**src/rtl/id_regfile_hazard_pkg.sv**
```systemverilog
// id_pkg: shared constants and types for the decode-stage register file
// and hazard unit.
//   REG_W  data width
//   NREG   number of architectural registers
//   SEL_W  register select width
//   reg_sel_t / reg_data_t  select and data types
package id_pkg;
    localparam int REG_W = 16;
    localparam int NREG  = 8;
    localparam int SEL_W = 3;

    typedef logic [SEL_W-1:0] reg_sel_t;
    typedef logic [REG_W-1:0] reg_data_t;
endpackage

```
**src/rtl/id_regfile_hazard_rf_core.sv**
```systemverilog
// rf_core: NREG x REG_W register file with one write port and two
// combinational read ports. R0 is an ordinary register.
// Optional feature macro: ID_RF_BYPASS_EN (write-to-read bypass).
// Ports:
//   clk, rst            clock, synchronous active-high reset (clears all regs)
//   rd_sel1/2           read selects
//   wr_en/wr_sel/wr_data write port (dropped while rst is high)
//   ReadData1/2         combinational read data
module rf_core
    import id_pkg::*;
#(
    parameter int REG_W = id_pkg::REG_W,
    parameter int NREG  = id_pkg::NREG,
    parameter int SEL_W = id_pkg::SEL_W
) (
    input  logic             clk,
    input  logic             rst,
    input  logic [SEL_W-1:0] rd_sel1,
    input  logic [SEL_W-1:0] rd_sel2,
    input  logic             wr_en,
    input  logic [SEL_W-1:0] wr_sel,
    input  logic [REG_W-1:0] wr_data,
    output logic [REG_W-1:0] ReadData1,
    output logic [REG_W-1:0] ReadData2
);

    logic [REG_W-1:0] regs_q [NREG];

    always_ff @(posedge clk) begin
        if (rst) begin
            for (int unsigned i = 0; i < NREG; i++) begin
                regs_q[i] <= '0;
            end
        end else if (wr_en) begin
            regs_q[wr_sel] <= wr_data;
        end
    end

`ifdef ID_RF_BYPASS_EN
    // A write in flight this cycle is returned directly to a matching reader.
    always_comb begin
        ReadData1 = regs_q[rd_sel1];
        ReadData2 = regs_q[rd_sel2];
        if (wr_en && (wr_sel == rd_sel1)) ReadData1 = wr_data;
        if (wr_en && (wr_sel == rd_sel2)) ReadData2 = wr_data;
    end
`else
    always_comb begin
        ReadData1 = regs_q[rd_sel1];
        ReadData2 = regs_q[rd_sel2];
    end
`endif

endmodule

```
**src/rtl/id_regfile_hazard.sv**
```systemverilog
// id_regfile_hazard: decode-stage register file plus load-use hazard
// detection, pipeline stall/bubble generation and a saturating stall counter.
// Optional feature macro: ID_RF_BYPASS_EN. When undefined, an ID read of a
// register being written back in the same cycle stalls one cycle instead.
// Ports:
//   clk, rst                       clock, synchronous active-high reset
//   rd_sel1/2, rd_use1/2           ID source selects and "actually used" flags
//   wr_en, wr_sel, wr_data         WB write port
//   ex_regwrite, ex_memtoreg, ex_dst  control of instruction held in ID/EX
//   ReadData1/2                    combinational source data
//   stall, bubble                  hold PC/IF-ID, squash ID/EX (identical)
//   stall_count                    saturating stall-cycle count
module id_regfile_hazard
    import id_pkg::*;
#(
    parameter int REG_W = id_pkg::REG_W,
    parameter int NREG  = id_pkg::NREG,
    parameter int SEL_W = id_pkg::SEL_W
) (
    input  logic             clk,
    input  logic             rst,
    input  logic [SEL_W-1:0] rd_sel1,
    input  logic [SEL_W-1:0] rd_sel2,
    input  logic             rd_use1,
    input  logic             rd_use2,
    input  logic             wr_en,
    input  logic [SEL_W-1:0] wr_sel,
    input  logic [REG_W-1:0] wr_data,
    input  logic             ex_regwrite,
    input  logic             ex_memtoreg,
    input  logic [SEL_W-1:0] ex_dst,
    output logic [REG_W-1:0] ReadData1,
    output logic [REG_W-1:0] ReadData2,
    output logic             stall,
    output logic             bubble,
    output logic [15:0]      stall_count
);

    logic        ld_haz;
    logic        wb_haz;
    logic [15:0] stall_count_q;
    logic [15:0] stall_count_d;

    rf_core #(
        .REG_W (REG_W),
        .NREG  (NREG),
        .SEL_W (SEL_W)
    ) u_rf_core (
        .clk       (clk),
        .rst       (rst),
        .rd_sel1   (rd_sel1),
        .rd_sel2   (rd_sel2),
        .wr_en     (wr_en),
        .wr_sel    (wr_sel),
        .wr_data   (wr_data),
        .ReadData1 (ReadData1),
        .ReadData2 (ReadData2)
    );

    // Only a load in ID/EX forces a stall; ALU results are forwarded later.
    assign ld_haz = ex_regwrite & ex_memtoreg &
                    ((rd_use1 & (ex_dst == rd_sel1)) |
                     (rd_use2 & (ex_dst == rd_sel2)));

`ifdef ID_RF_BYPASS_EN
    assign wb_haz = 1'b0;
`else
    // Without bypass the stored value is stale this cycle; reread next cycle.
    assign wb_haz = wr_en &
                    ((rd_use1 & (wr_sel == rd_sel1)) |
                     (rd_use2 & (wr_sel == rd_sel2)));
`endif

    assign stall  = ld_haz | wb_haz;
    assign bubble = stall;

    always_comb begin
        stall_count_d = stall_count_q;
        if (stall && (stall_count_q != '1)) begin
            stall_count_d = stall_count_q + 16'd1;
        end
    end

    always_ff @(posedge clk) begin
        if (rst) begin
            stall_count_q <= '0;
        end else begin
            stall_count_q <= stall_count_d;
        end
    end

    assign stall_count = stall_count_q;

endmodule

```
**config.mk**
```make
export PLATFORM = sky130hd
export DESIGN_NAME = id_regfile_hazard
export DESIGN_NICKNAME = d
export VERILOG_FILES = /design/src/rtl/id_regfile_hazard_pkg.sv /design/src/rtl/id_regfile_hazard_rf_core.sv /design/src/rtl/id_regfile_hazard.sv
export SDC_FILE = /design/constraint.sdc
export NUM_CORES = 1
export LEC_CHECK = 0
export BUFFER_PORTS_ARGS = -buffer_cell sky130_fd_sc_hd__buf_2
export CORE_MARGIN = 2
export CORE_UTILIZATION = 50
export DETAILED_ROUTE_END_ITERATION = 7
export PLACE_DENSITY = 0.72
export SLEW_MARGIN = 30
export SYNTH_ARGS = -nofsm -noshare
export SYNTH_HDL_FRONTEND = slang
export SYNTH_SLANG_ARGS = --single-unit
```
**constraint.sdc**
```tcl
create_clock -name clk -period 3.8 [get_ports clk]
set_input_delay 0 -clock clk [delete_from_list [all_inputs] [get_ports clk]]
set_output_delay 0 -clock clk [all_outputs]
set_load 0.05 [all_outputs]
```
==> flow_summary.ini <==
[timing]
worst_slew_pin_slew_ns = 0.6682
fin_tns_setup_ns = 0
setup_violations = 0
fmax_mhz = 466.9
slew_headroom_pct = 55.45
hold_viol_final = 0
finClkSkew_ns = 0.004931
rsz0062_at_grt = false
fin_crit_ns = 2.142
period_share_pct = 56.37
slew_violations = 0

[layout]
drive_gt1_share_pct = 37.48
fill_cells = 1174
multi_input_area_um2 = 3307
fin_nets = 650
seqCellArea_um2 = 4164
antenna-diode-count = 0
post-route-util_pct = 59.70
area_growth_pct = 17.36

[synthesis]
synthTopCellsByCount = and2_1 (129), edfxtp_1 (128), mux4_2 (64), mux2_2 (32), clkbuf_1 (19)
postSynthAreaPerCell_um2 = 14.79
synth-edff-count = 128
seq_area_frac_synth_pct = 54.25
ys_types = 38
synthFlopType = edfxtp_1
synthDominantCellAreaShare_pct = 50.07
synthTopCellsByArea = edfxtp_1 (50%), mux4_2 (19%), and2_1 (11%), mux2_2 (4.7%), dfxtp_1 (4.2%)
syn_area_um2 = 7676
yosys_warnings = 0
async_reset_ff_share_pct = 0
yosysTopAreaCell = edfxtp_1
synth_seq_cells = 144
yosysMostFrequentCell = and2_1
syn_inst = 519
synth_fp_nets = 555

[setup_path]
cp.arrival_ns = 2.21
worstSetupEndpoint = u_rf_core.regs_q[5][6]
rr_endpoint = stall_count[11]
r2r_slack_ns = 1.79
cp_slowest_stage_delay_ns = 0.53
worst-r2r-cell-count = 6
cp_data_required_time_ns = 3.87
critPathLaunch = rst
r2r_start = stall_count[4]
crit_path_start_kind = input port
setup.worst_path.class = in2reg
cp_slowest_cell = dlygate4sd3_1
endpoint_kind = flop
worstPathMaxFanout = 26
path_cells = dlygate4sd3_1 > buf_2 > or3b_2 > nor2_1 > buf_4 > or2_2

[floorplanning]
dieWidth_um = 127.9
dieArea_um2 = 16360
start_util_pct = 50.87
pin_count = 85
die_y_um = 127.9
core_um2 = 15090
num_rows = 45

[route]
post_drt_via_cell_ratio = 6.083
drt-initial-drc-count = 457
first_pass_iters = 5
remaining_drc_errors = 0
wl_um = 18530
vias = 4958
ant_nets = 0
wire_per_inst_um = 22.74

[global_routing]
track_usage_pct = 23.75
antenna_found_initial = 0
grt_pass1_wl_um = 28160
grt_max_degree = 35
grt_overflow = 0
grt_pass1_vias = 5092

[clocking]
clk_latency_ns = 0.43
cts_max_level = 4
post_cts_buffers = 0
cts_sinks = 144
clockBufferDepth = 2
clk_root_buffer_cell = clkbuf_16
tritoncts = yes
cts_buffers = 17
clk_pin_slew_ns = 0.06

[place]
hpwl_um = 11120
gp_congestion = 0.8114
port_buffers = 84

[power]
worst_ir_drop_vdd_mv = 0.3090
p_leak_nw = 3.276
powerDensity_nw_per_um2 = 468.7

[hold_path]
holdCritPathClass = in2reg
hp-start = ex_memtoreg

[run]
drv_cap = 0

[run_status]
status = completed
metrics by stage:
step	hold WS (ns)	area, um^2	power [mW]	worst slack [ns]	std cells
2_1_floorplan	0.1982	7676	2.347	1.673	519
3_3_place_gp	0.3588	8228	2.488	1.727	766
3_5_place_dp	0.3635	8228	2.507	1.661	766
4_1_cts	0.1804	9009	4.235	1.660	815
5_1_grt	0.2390	9009	4.338	1.560	815
6_report	0.1782	9009	4.222	1.658	815
worst min-delay path by stage:
stage,end,cells after the start
after floorplan,u_rf_core.regs_q[0][0],1
after global routing,stall_count[3],6
after global placement,u_rf_core.regs_q[2][1],2
final,stall_count[3],6
after CTS,stall_count[3],6
after detailed placement,u_rf_core.regs_q[3][1],2
registers in the layout, indices dropped and copies added, names as in the netlist:
register / cells
stall_count: 16
u_rf_core.regs_q: 128
logic make-up (layout without fill, tap and decap cells):
kind of cell	count (synthesis)	after routing	synth area share, %
flip-flops	144	144	54.25
AND/OR/NAND/NOR	192	192	15.18
multiplexers	97	97	23.60
XOR/XNOR	15	15	1.712
adder cells (fa/ha/maj)	1	1	0.1630
buffers and inverters	40	148	2.673
AO/OA/AOI/OAI	30	30	2.429
cells in the final DEF, fill, tap and decap left out, drive strengths merged, types with 9 or more instances in the layout:
cell type,n
a21oi,11
and2,129
buf,96
clkbuf,17
dfxtp,16
dlygate4sd3,17
edfxtp,128
mux2,32
mux4,64
nor2,10
o21ai,9
or2,9
xnor2,12
cell type report:
type,count,area share (%)
clock buffer,17,4.722
clock inverter,15,2.056
inverter,3,0.1250
multi-input combinational,335,36.71
sequential,144,46.22
tap,188,2.611
timing repair buffer,113,7.556
per-layer routing:
| layer | up-vias | share of wire, % | GRT usage (%) |
|---|---|---|---|
| li1 | 2174 | - | - |
| met1 | 2541 | 40 | 31.54 |
| met2 | 221 | 51 | 39.70 |
| met4 | 0 | 1.1 | 7.240 |
| met3 | 22 | 7.4 | 5.050 |
| met5 | - | 0 | 0 |
repair_timing:
item                                   CTS  global route
endpoints found under the hold margin  134             0
hold buffers                            17             0
gates resized for setup                  0             0
critical path, delay by kind of cell:
family	cells	cell delay, ns
buffers and inverters	3	1.05
AND/OR/NAND/NOR	3	1.16
report_power, final:
group	internal (mW)	leakage [nW]	switching (mW)
clock	1.04	0.297	0.691
combinational	0.242	1.62	0.386
sequential	1.81	1.36	0.0462
No activity file was read; power rests on OpenSTA's default activity.
